### src/rtl/ifu_pkg.sv
// Shared constants and types for the instruction-fetch stage.
// Optional jump support is enabled by defining IFU_JUMP_EN.
package ifu_pkg;

    localparam logic [6:0]  OPC_R    = 7'b0110011;
    localparam logic [6:0]  OPC_I    = 7'b0010011;
    localparam logic [6:0]  OPC_JAL  = 7'b1101111;
    localparam logic [6:0]  OPC_BR   = 7'b1100011;

    localparam logic [31:0] NOP_INSN = 32'h0000_0013;
    localparam logic [31:0] PC_STEP  = 32'd4;

    typedef enum logic {
        StIdle,
        StWait
    } fetch_state_e;

endpackage

### src/rtl/if_ir_fetch_if.sv
// Instruction-memory req/ack bus between the fetch stage (master) and imem (slave).
interface if_ir_fetch_if;

    logic        imem_req;
    logic [31:0] imem_addr;
    logic [31:0] imem_rdata;
    logic        imem_ack;

    modport master (
        output imem_req,
        output imem_addr,
        input  imem_rdata,
        input  imem_ack
    );

    modport slave (
        input  imem_req,
        input  imem_addr,
        output imem_rdata,
        output imem_ack
    );

endinterface

### src/rtl/ifu_ir_decode.sv
// Combinational IR field split, I-type immediate sign extension and opcode legality.
// IFU_JUMP_EN additionally treats JAL and branch opcodes as legal.
module ifu_ir_decode
    import ifu_pkg::*;
(
    input  logic [31:0] ir_i,
    output logic [6:0]  opcode_o,
    output logic [2:0]  funct3_o,
    output logic [6:0]  funct7_o,
    output logic [4:0]  rd_o,
    output logic [4:0]  rs1_o,
    output logic [4:0]  rs2_o,
    output logic [31:0] imm_o,
    output logic        illegal_op_o
);

    assign opcode_o = ir_i[6:0];
    assign funct3_o = ir_i[14:12];
    assign funct7_o = ir_i[31:25];
    assign rd_o     = ir_i[11:7];
    assign rs1_o    = ir_i[19:15];
    assign rs2_o    = ir_i[24:20];
    assign imm_o    = {{20{ir_i[31]}}, ir_i[31:20]};

    always_comb begin
        illegal_op_o = 1'b1;
        if (ir_i[6:0] == OPC_R || ir_i[6:0] == OPC_I) begin
            illegal_op_o = 1'b0;
        end
`ifdef IFU_JUMP_EN
        if (ir_i[6:0] == OPC_JAL || ir_i[6:0] == OPC_BR) begin
            illegal_op_o = 1'b0;
        end
`endif
    end

endmodule

### src/rtl/if_ir_fetch.sv
// Instruction-fetch stage: PC, IR, imem req/ack FSM with timeout, and IR field decode.
// Define IFU_JUMP_EN to add pc_load/pc_target and accept JAL/branch opcodes.
module if_ir_fetch
    import ifu_pkg::*;
#(
    parameter logic [31:0] RESET_PC    = 32'h0000_0000,
    parameter int unsigned TIMEOUT_CYC = 15
) (
    input  logic        clk,
    input  logic        rst_n,
    input  logic        PC_Write,
    input  logic        IR_Write,
`ifdef IFU_JUMP_EN
    input  logic        pc_load,
    input  logic [31:0] pc_target,
`endif
    if_ir_fetch_if.master imem,
    output logic [31:0] pc,
    output logic [31:0] ir,
    output logic        ir_valid,
    output logic        fetch_busy,
    output logic        fetch_err,
    output logic [6:0]  opcode,
    output logic [2:0]  funct3,
    output logic [6:0]  funct7,
    output logic [4:0]  rd,
    output logic [4:0]  rs1,
    output logic [4:0]  rs2,
    output logic [31:0] imm,
    output logic        illegal_op
);

    fetch_state_e state_q;
    logic [31:0]  pc_q, pc_d;
    logic [31:0]  ir_q;
    logic [31:0]  addr_q;
    logic         req_q;
    logic         valid_q;
    logic         busy_q;
    logic         err_q;
    logic [7:0]   cnt_q;

    always_comb begin
        pc_d = pc_q;
`ifdef IFU_JUMP_EN
        if (pc_load) begin
            pc_d = {pc_target[31:2], 2'b00};
        end else if (PC_Write) begin
            pc_d = pc_q + PC_STEP;
        end
`else
        if (PC_Write) begin
            pc_d = pc_q + PC_STEP;
        end
`endif
    end

    always_ff @(posedge clk or negedge rst_n) begin
        if (!rst_n) begin
            pc_q <= RESET_PC;
        end else begin
            pc_q <= pc_d;
        end
    end

    // Fetch FSM; every output it drives is registered alongside the state.
    always_ff @(posedge clk or negedge rst_n) begin
        if (!rst_n) begin
            state_q <= StIdle;
            ir_q    <= NOP_INSN;
            addr_q  <= RESET_PC;
            req_q   <= 1'b0;
            valid_q <= 1'b0;
            busy_q  <= 1'b0;
            err_q   <= 1'b0;
            cnt_q   <= 8'd0;
        end else begin
            valid_q <= 1'b0;
            case (state_q)
                StIdle: begin
                    if (IR_Write) begin
                        addr_q  <= pc_q;
                        req_q   <= 1'b1;
                        busy_q  <= 1'b1;
                        cnt_q   <= 8'd0;
                        state_q <= StWait;
                    end
                end
                StWait: begin
                    // Ack is checked first so it wins over a coincident timeout.
                    if (imem.imem_ack) begin
                        ir_q    <= imem.imem_rdata;
                        valid_q <= 1'b1;
                        req_q   <= 1'b0;
                        busy_q  <= 1'b0;
                        state_q <= StIdle;
                    end else if (cnt_q == 8'(TIMEOUT_CYC)) begin
                        ir_q    <= NOP_INSN;
                        valid_q <= 1'b1;
                        err_q   <= 1'b1;
                        req_q   <= 1'b0;
                        busy_q  <= 1'b0;
                        state_q <= StIdle;
                    end else begin
                        cnt_q <= cnt_q + 8'd1;
                    end
                end
                default: begin
                    state_q <= StIdle;
                    req_q   <= 1'b0;
                    busy_q  <= 1'b0;
                end
            endcase
        end
    end

    assign imem.imem_req  = req_q;
    assign imem.imem_addr = addr_q;
    assign pc             = pc_q;
    assign ir             = ir_q;
    assign ir_valid       = valid_q;
    assign fetch_busy     = busy_q;
    assign fetch_err      = err_q;

    ifu_ir_decode u_decode (
        .ir_i        (ir_q),
        .opcode_o    (opcode),
        .funct3_o    (funct3),
        .funct7_o    (funct7),
        .rd_o        (rd),
        .rs1_o       (rs1),
        .rs2_o       (rs2),
        .imm_o       (imm),
        .illegal_op_o(illegal_op)
    );

endmodule
### src/flat_wrapper.sv
// flat-port wrapper written by rule: the top's interface ports become plain ports
module if_ir_fetch_flat import ifu_pkg::*;
#(
    parameter logic [31:0] RESET_PC    = 32'h0000_0000,
    parameter int unsigned TIMEOUT_CYC = 15
)
  (clk, rst_n, PC_Write, IR_Write, pc, ir, ir_valid, fetch_busy, fetch_err, opcode, funct3, funct7, rd, rs1, rs2, imm, illegal_op, imem_imem_req, imem_imem_addr, imem_imem_rdata, imem_imem_ack);
  if_ir_fetch_if imem_i ();
  input  logic clk;
  input  logic rst_n;
  input  logic PC_Write;
  input  logic IR_Write;
  output logic [31:0] pc;
  output logic [31:0] ir;
  output logic ir_valid;
  output logic fetch_busy;
  output logic fetch_err;
  output logic [6:0] opcode;
  output logic [2:0] funct3;
  output logic [6:0] funct7;
  output logic [4:0] rd;
  output logic [4:0] rs1;
  output logic [4:0] rs2;
  output logic [31:0] imm;
  output logic illegal_op;
  output wire logic [$bits(imem_i.imem_req)-1:0] imem_imem_req;
  output wire logic [$bits(imem_i.imem_addr)-1:0] imem_imem_addr;
  input wire logic [$bits(imem_i.imem_rdata)-1:0] imem_imem_rdata;
  input wire logic [$bits(imem_i.imem_ack)-1:0] imem_imem_ack;
  assign imem_imem_req = imem_i.imem_req;
  assign imem_imem_addr = imem_i.imem_addr;
  assign imem_i.imem_rdata = imem_imem_rdata;
  assign imem_i.imem_ack = imem_imem_ack;
  if_ir_fetch #(.RESET_PC(RESET_PC), .TIMEOUT_CYC(TIMEOUT_CYC)) u_core (.clk(clk), .rst_n(rst_n), .PC_Write(PC_Write), .IR_Write(IR_Write), .imem(imem_i), .pc(pc), .ir(ir), .ir_valid(ir_valid), .fetch_busy(fetch_busy), .fetch_err(fetch_err), .opcode(opcode), .funct3(funct3), .funct7(funct7), .rd(rd), .rs1(rs1), .rs2(rs2), .imm(imm), .illegal_op(illegal_op));
endmodule
### config.mk
export PLATFORM = sky130hd
export DESIGN_NAME = if_ir_fetch_flat
export DESIGN_NICKNAME = d
export VERILOG_FILES = /design/src/rtl/ifu_pkg.sv /design/src/rtl/if_ir_fetch_if.sv /design/src/rtl/ifu_ir_decode.sv /design/src/rtl/if_ir_fetch.sv /design/src/flat_wrapper.sv
export SDC_FILE = /design/constraint.sdc
export NUM_CORES = 1
export LEC_CHECK = 0
export BUFFER_PORTS_ARGS = -buffer_cell sky130_fd_sc_hd__buf_2
export CORE_MARGIN = 5
export CORE_UTILIZATION = 40
export DETAILED_ROUTE_END_ITERATION = 8
export GPL_ROUTABILITY_DRIVEN = 0
export PLACE_DENSITY = 0.69
export RECOVER_POWER = 25
export SKIP_CTS_REPAIR_TIMING = 1
export SLEW_MARGIN = 20
export SYNTH_ARGS = -nofsm -noshare
export SYNTH_HDL_FRONTEND = slang
export SYNTH_HIERARCHICAL = 1
export SYNTH_SLANG_ARGS = --single-unit
export TNS_END_PERCENT = 100
### constraint.sdc
create_clock -name clk -period 2.3 [get_ports clk]
set_clock_uncertainty 0.1 [all_clocks]
set_input_delay 0.46 -clock clk [delete_from_list [all_inputs] [get_ports clk]]
set_output_delay 0.46 -clock clk [all_outputs]
set_load 0.02 [all_outputs]
# ---- Word-level counts from Yosys, hierarchy flattened
# Index checks and enable logic that the tools add are counted.
dict set report classes {
  mux 18
  n_eq_ne 7
  n_addsub 2
  bitwise 2
  reduce_logical 7
}
# cell count
set ops {}
lappend ops {{2-to-1 mux 32 bit} 2}
lappend ops {{adder 32 x 3 -> 32 bit (second input constant)} 1}
lappend ops {{2-to-1 mux 8 bit} 3}
lappend ops {{one-hot mux 8 bit (2 select lines)} 1}
lappend ops {{2-to-1 mux 1 bit} 10}
lappend ops {{adder 8 x 1 -> 8 bit (second input constant)} 1}
lappend ops {{== test 8 x 4 -> 1 bit (second input constant)} 1}
lappend ops {{== test 7 x 5 -> 1 bit (second input constant)} 1}
lappend ops {{== test 7 x 6 -> 1 bit (second input constant)} 1}
lappend ops {{!= test 2 bit (second input constant)} 3}
lappend ops {{AND reduction 2 bit} 3}
lappend ops {{AND reduction 3 bit} 2}
lappend ops {{one-hot mux 1 bit (2 select lines)} 2}
lappend ops {{!= test 3 bit (second input constant)} 1}
lappend ops {{inverter 1 bit} 2}
lappend ops {{nonzero test 2 bit} 1}
lappend ops {{logical OR 1 bit} 1}
dict set report totals {
  word_cells 44
  register_bits 108
  inputBits 37
}

# ---- Logic depth before layout (Yosys ltp)
dict set report logic_depth {
  word_depth 4
  mapped_depth 6
  ltp_nobuf 5
}

# ---- Modules after synthesis
# Netlist, hierarchy kept.
# mod cells_each area_per_inst_um2 n_inst seq_area_each_um2
set by_module_without_submodules {}
lappend by_module_without_submodules {if_ir_fetch 372 4202.8 1 2606.2}
lappend by_module_without_submodules {ifu_ir_decode 66 500.5 1 0.0}

# ---- Worst setup path after synthesis
# No wires, ideal clock.
dict set report synth_path {
  kind {register to register}
  from {reg u_core.pc_q[2] (netlist: u_core/pc[2])}
  to {reg u_core.pc_q[26] (netlist: u_core/pc[26])}
  slack_ns 0.408
  arrival_ns 1.661
  stages_incl_launch_ff 6
  synth_period_minus_slack_ns 1.892
  setup_ns 0.131
  path_buffers 0
  cell_sequence {dfrtp_1 ha_1 nand4_1 nor4_4 nand4_1 xnor2_1}
}
dict set report synth_via {
  elab_chain_len 1
}
# element line_no
set synth_rtl {}
lappend synth_rtl {{start: declaration} if_ir_fetch.sv:34} ;# logic [31:0] pc_q, pc_d;
lappend synth_rtl {{start signal: assignment} if_ir_fetch.sv:62} ;# pc_q <= pc_d;
lappend synth_rtl {{adder 32 x 3 -> 32 bit} if_ir_fetch.sv:53} ;# pc_d = pc_q + PC_STEP;
# Every way passes these cells.
# A chain may end at the register's enable or synchronous reset.

# ---- Worst setup path in the final report
dict set report layout_path {
  from {reg u_core.cnt_q[4]}
  to {reg u_core.ir_q[4] (netlist: u_core/ir[4])}
}
dict set report layout_via {
  elab_chain_len 3
}
# element line_no
set layout_rtl {}
lappend layout_rtl {{start: declaration} if_ir_fetch.sv:41} ;# logic [7:0] cnt_q;
lappend layout_rtl {{start signal: assignment} if_ir_fetch.sv:105} ;# cnt_q <= cnt_q + 8'd1;
lappend layout_rtl {{== test 8 x 4 -> 1 bit} if_ir_fetch.sv:97} ;# end else if (cnt_q == 8'(TIMEOUT_CYC)) begin
lappend layout_rtl {{nonzero test 2 bit (no source line)} --}
lappend layout_rtl {{AND reduction 2 bit (no source line)} --}
lappend layout_rtl {{end signal: assignment} if_ir_fetch.sv:92} ;# ir_q <= imem.imem_rdata;
lappend layout_rtl {{end: declaration} if_ir_fetch.sv:35} ;# logic [31:0] ir_q;
# Every way passes these cells.

==> flow_results.xml <==
<?xml version="1.0" encoding="UTF-8"?>
<metrics>
  <group name="status">
    <metric name="outcome" unit="">finished, final reports clean</metric>
  </group>
  <group name="timing">
    <metric name="setup_violations" unit="">0</metric>
    <metric name="period_minus_slack" unit="ns">2.13</metric>
    <metric name="rsz0062_at_grt" unit="">no</metric>
    <metric name="report.final.hold_viol_count" unit="">0</metric>
    <metric name="tightest_slew" unit="ns">0.907</metric>
    <metric name="totalNegativeSetupSlack" unit="ns">0</metric>
    <metric name="final_max_slew_viol_count" unit="">0</metric>
    <metric name="clock.fmax" unit="MHz">469</metric>
    <metric name="timing.slew.headroom" unit="%">39.5</metric>
    <metric name="min_period_over_period" unit="%">92.8</metric>
  </group>
  <group name="clocking">
    <metric name="clock_tree_from_tritoncts" unit="">done</metric>
    <metric name="clock-root-buffer" unit="">clkbuf_16</metric>
    <metric name="max-clock-path-buffers" unit="">2</metric>
    <metric name="cts.reportedPaths.clkPinSlew" unit="ns">0.08</metric>
    <metric name="cts.sink_count" unit="">104</metric>
    <metric name="cts-buffers-inserted" unit="">9</metric>
    <metric name="source_to_sink_clock_delay_at_the_later_pin_of_the_worst_skew_pair" unit="ns">0.34</metric>
    <metric name="cts_htree_levels" unit="">3</metric>
  </group>
  <group name="route">
    <metric name="num_vias" unit="">3537</metric>
    <metric name="drt_pass1_iterations" unit="">4</metric>
    <metric name="detail_route.wl_per_cell" unit="um">16.9</metric>
    <metric name="detail_route.vias_per_cell" unit="">4.93</metric>
    <metric name="drt-initial-drc-count" unit="">268</metric>
    <metric name="drtAntennaViolNets" unit="">0</metric>
    <metric name="post-route-drc-count" unit="">0</metric>
    <metric name="wl" unit="um">12100</metric>
  </group>
  <group name="critical_path">
    <metric name="r2r_start" unit="">u_core/cnt_q[4]$_DFFE_PN0P_</metric>
    <metric name="crit_fanout" unit="">34</metric>
    <metric name="worst-r2r-setup-slack" unit="ns">0.17</metric>
    <metric name="reg2reg_end" unit="">u_core/ir[4]$_DFFE_PN1P_</metric>
    <metric name="criticalPathCategory" unit="">flip-flop to flip-flop</metric>
    <metric name="worstPathArrival" unit="ns">2.29</metric>
    <metric name="startpoint_type" unit="">flip-flop</metric>
    <metric name="worst_r2r_path_depth" unit="">4</metric>
    <metric name="crit_path_end_kind" unit="">flip-flop</metric>
    <metric name="required" unit="ns">2.46</metric>
  </group>
  <group name="yosys">
    <metric name="warnings_from_yosys" unit="">6</metric>
    <metric name="post_synth_num_cell_types" unit="">38</metric>
    <metric name="netlist_instances" unit="">438</metric>
    <metric name="synth_sequential_area_ratio" unit="%">55.4</metric>
    <metric name="async_reset_ff_share" unit="%">100</metric>
    <metric name="synth-seq-cells" unit="">104</metric>
    <metric name="synthesis.area" unit="um^2">4700</metric>
    <metric name="postSynthAreaPerCell" unit="um^2">10.7</metric>
    <metric name="synth-edff-count" unit="">0</metric>
    <metric name="ys.flop_type" unit="">dfrtp_1</metric>
  </group>
  <group name="floorplanning">
    <metric name="die-width" unit="um">118</metric>
    <metric name="fp-row-count" unit="">39</metric>
    <metric name="core" unit="um^2">11500</metric>
    <metric name="initial_utilization" unit="%">41.0</metric>
    <metric name="die-height" unit="um">118</metric>
    <metric name="top_level_port_count" unit="">202</metric>
    <metric name="die_area" unit="um^2">14000</metric>
  </group>
  <group name="global_routing">
    <metric name="grt_antenna_before_repair" unit="">0</metric>
    <metric name="globalRoute.busiestLayer" unit="">met2</metric>
    <metric name="grt_pass1_wl" unit="um">19600</metric>
    <metric name="first_global_vias" unit="">3623</metric>
    <metric name="grt_remaining_overflow" unit="">0</metric>
    <metric name="global_route.usage.total" unit="%">16.9</metric>
    <metric name="met1_usage" unit="%">21.5</metric>
    <metric name="groute.layer.met3.usage" unit="%">5.87</metric>
    <metric name="grt_max_degree" unit="">49</metric>
    <metric name="fraction_of_met2_tracks_used_by_global_routing" unit="%">28.2</metric>
  </group>
  <group name="flow_run">
    <metric name="max_cap_violations" unit="">0</metric>
  </group>
  <group name="min_path">
    <metric name="worstHoldStart" unit="">imem_imem_rdata[21]</metric>
    <metric name="min-delay-path-class" unit="">input pin to flip-flop</metric>
    <metric name="timing.hold.worst_path_depth" unit="">2</metric>
    <metric name="hold_path_end" unit="">u_core/ir[21]$_DFFE_PN0P_</metric>
  </group>
  <group name="cells_and_area">
    <metric name="drive_above_1_share" unit="%">38.5</metric>
    <metric name="n_antenna_cell" unit="">0</metric>
    <metric name="area_growth_from_synthesis_to_layout" unit="%">20.0</metric>
    <metric name="nNetsFinal" unit="">609</metric>
    <metric name="final_common_cell" unit="">buf_2</metric>
    <metric name="mostFrequentLayoutCells" unit="">buf_2 (185), nand2_1 (104), dfrtp_1 (101), a22o_1 (29), xnor2_1 (20)</metric>
    <metric name="fin_util" unit="%">49.2</metric>
  </group>
  <group name="pwr">
    <metric name="cellPowerDensity" unit="nW/um^2">1020</metric>
    <metric name="leakage" unit="uW">0.00314</metric>
    <metric name="irDropWorstVdd" unit="mV">0.669</metric>
  </group>
  <group name="placed_design">
    <metric name="detailed_place_hpwl" unit="um">8880</metric>
    <metric name="io_buffers" unit="">197</metric>
  </group>
</metrics>
## metal layers
layer,up-vias,share of wire (%)
met1,1721,41
met4,0,1.0
met5,-,0
met2,160,49
li1,1649,-
met3,7,9.3
## metrics by stage
| step | instances | cell area, um^2 | setup slack (ns) | power [uW] | hold WS [ns] |
|---|---|---|---|---|---|
| floorplan | 441 | 4710 | 0.408 | 3800 | 0.0644 |
| global placement | 701 | 5330 | 0.238 | 4160 | 0.343 |
| detailed placement | 701 | 5330 | 0.193 | 4180 | 0.354 |
| CTS | 716 | 5660 | 0.173 | 5870 | -0.0173 |
| global route | 717 | 5640 | 0.0740 | 6080 | 0.227 |
| finish | 717 | 5640 | 0.166 | 5790 | 0.234 |
## cell usage after synthesis (all sizes together), types with 3 or more instances
master	instances	share of area (%)
a221o	3	0.64
nand2	104	8.3
clkbuf	13	1.0
xor2	12	2.2
dfrtp	101	54
and3	5	0.67
a22o	29	5.4
dfstp	3	1.7
nand3	15	1.6
a21oi	3	0.32
buf	73	12
nor2	11	1.0
xnor2	20	3.7
nand4	12	1.7
nor3	3	0.32
o21ai	6	0.88
## report_power, final
part / internal [uW] / switching [uW]
sequential: 2100 / 298
combinational: 574 / 1140
clock: 970 / 704
## layout make-up
cell class	instances	area [um^2]
fill	1073	5820
sequential	104	2610
multi-input combinational	249	1490
timing repair buffer	204	1030
clock buffer	9	225
tap	143	179
clock inverter	6	100
inverter	2	7.51
## flip-flops by register name, summed over array words and instances (netlist names)
| signal | cells |
|---|---|
| u_core/cnt_q | 8 |
| u_core/fetch_busy | 1 |
| u_core/fetch_err | 1 |
| u_core/imem.imem_addr | 30 |
| u_core/ir | 32 |
| u_core/ir_valid | 1 |
| u_core/pc | 30 |
| u_core/state_q | 1 |
## cells by family after synthesis
kind of cell / count (synthesis) / synth area share (%)
buffers and inverters: 88 / 13.2
flip-flops: 104 / 55.4
AND/OR/NAND/NOR: 166 / 16.8
multiplexers: 1 / 0.239
adder cells (fa/ha/maj): 2 / 0.532
AO/OA/AOI/OAI: 44 / 7.82
other: 1 / 0.0797
XOR/XNOR: 32 / 5.96
## worst max-delay path by stage
stage                     cells past startpoint  slack (ns)                   endpoint                         from
final                                         4        0.17   u_core/ir[4]$_DFFE_PN1P_  u_core/cnt_q[4]$_DFFE_PN0P_
after global routing                          4        0.07   u_core/ir[0]$_DFFE_PN1P_  u_core/cnt_q[4]$_DFFE_PN0P_
after CTS                                     4        0.17   u_core/ir[1]$_DFFE_PN1P_  u_core/cnt_q[4]$_DFFE_PN0P_
after detailed placement                      4        0.19   u_core/ir[1]$_DFFE_PN1P_  u_core/cnt_q[4]$_DFFE_PN0P_
after global placement                        4        0.24   u_core/ir[0]$_DFFE_PN1P_  u_core/cnt_q[4]$_DFFE_PN0P_
after floorplan                               5        0.41  u_core/pc[26]$_DFFE_PN0P_     u_core/pc[2]$_DFFE_PN0P_
## critical path, stage by stage (launching register included)
cell	delay (ns)
dfrtp_1	0.42
or4_1	0.70
nor2_4	0.18
o21ai_4	0.24
a221o_1	0.42
Note: power is estimated with default switching activity, not from simulation.
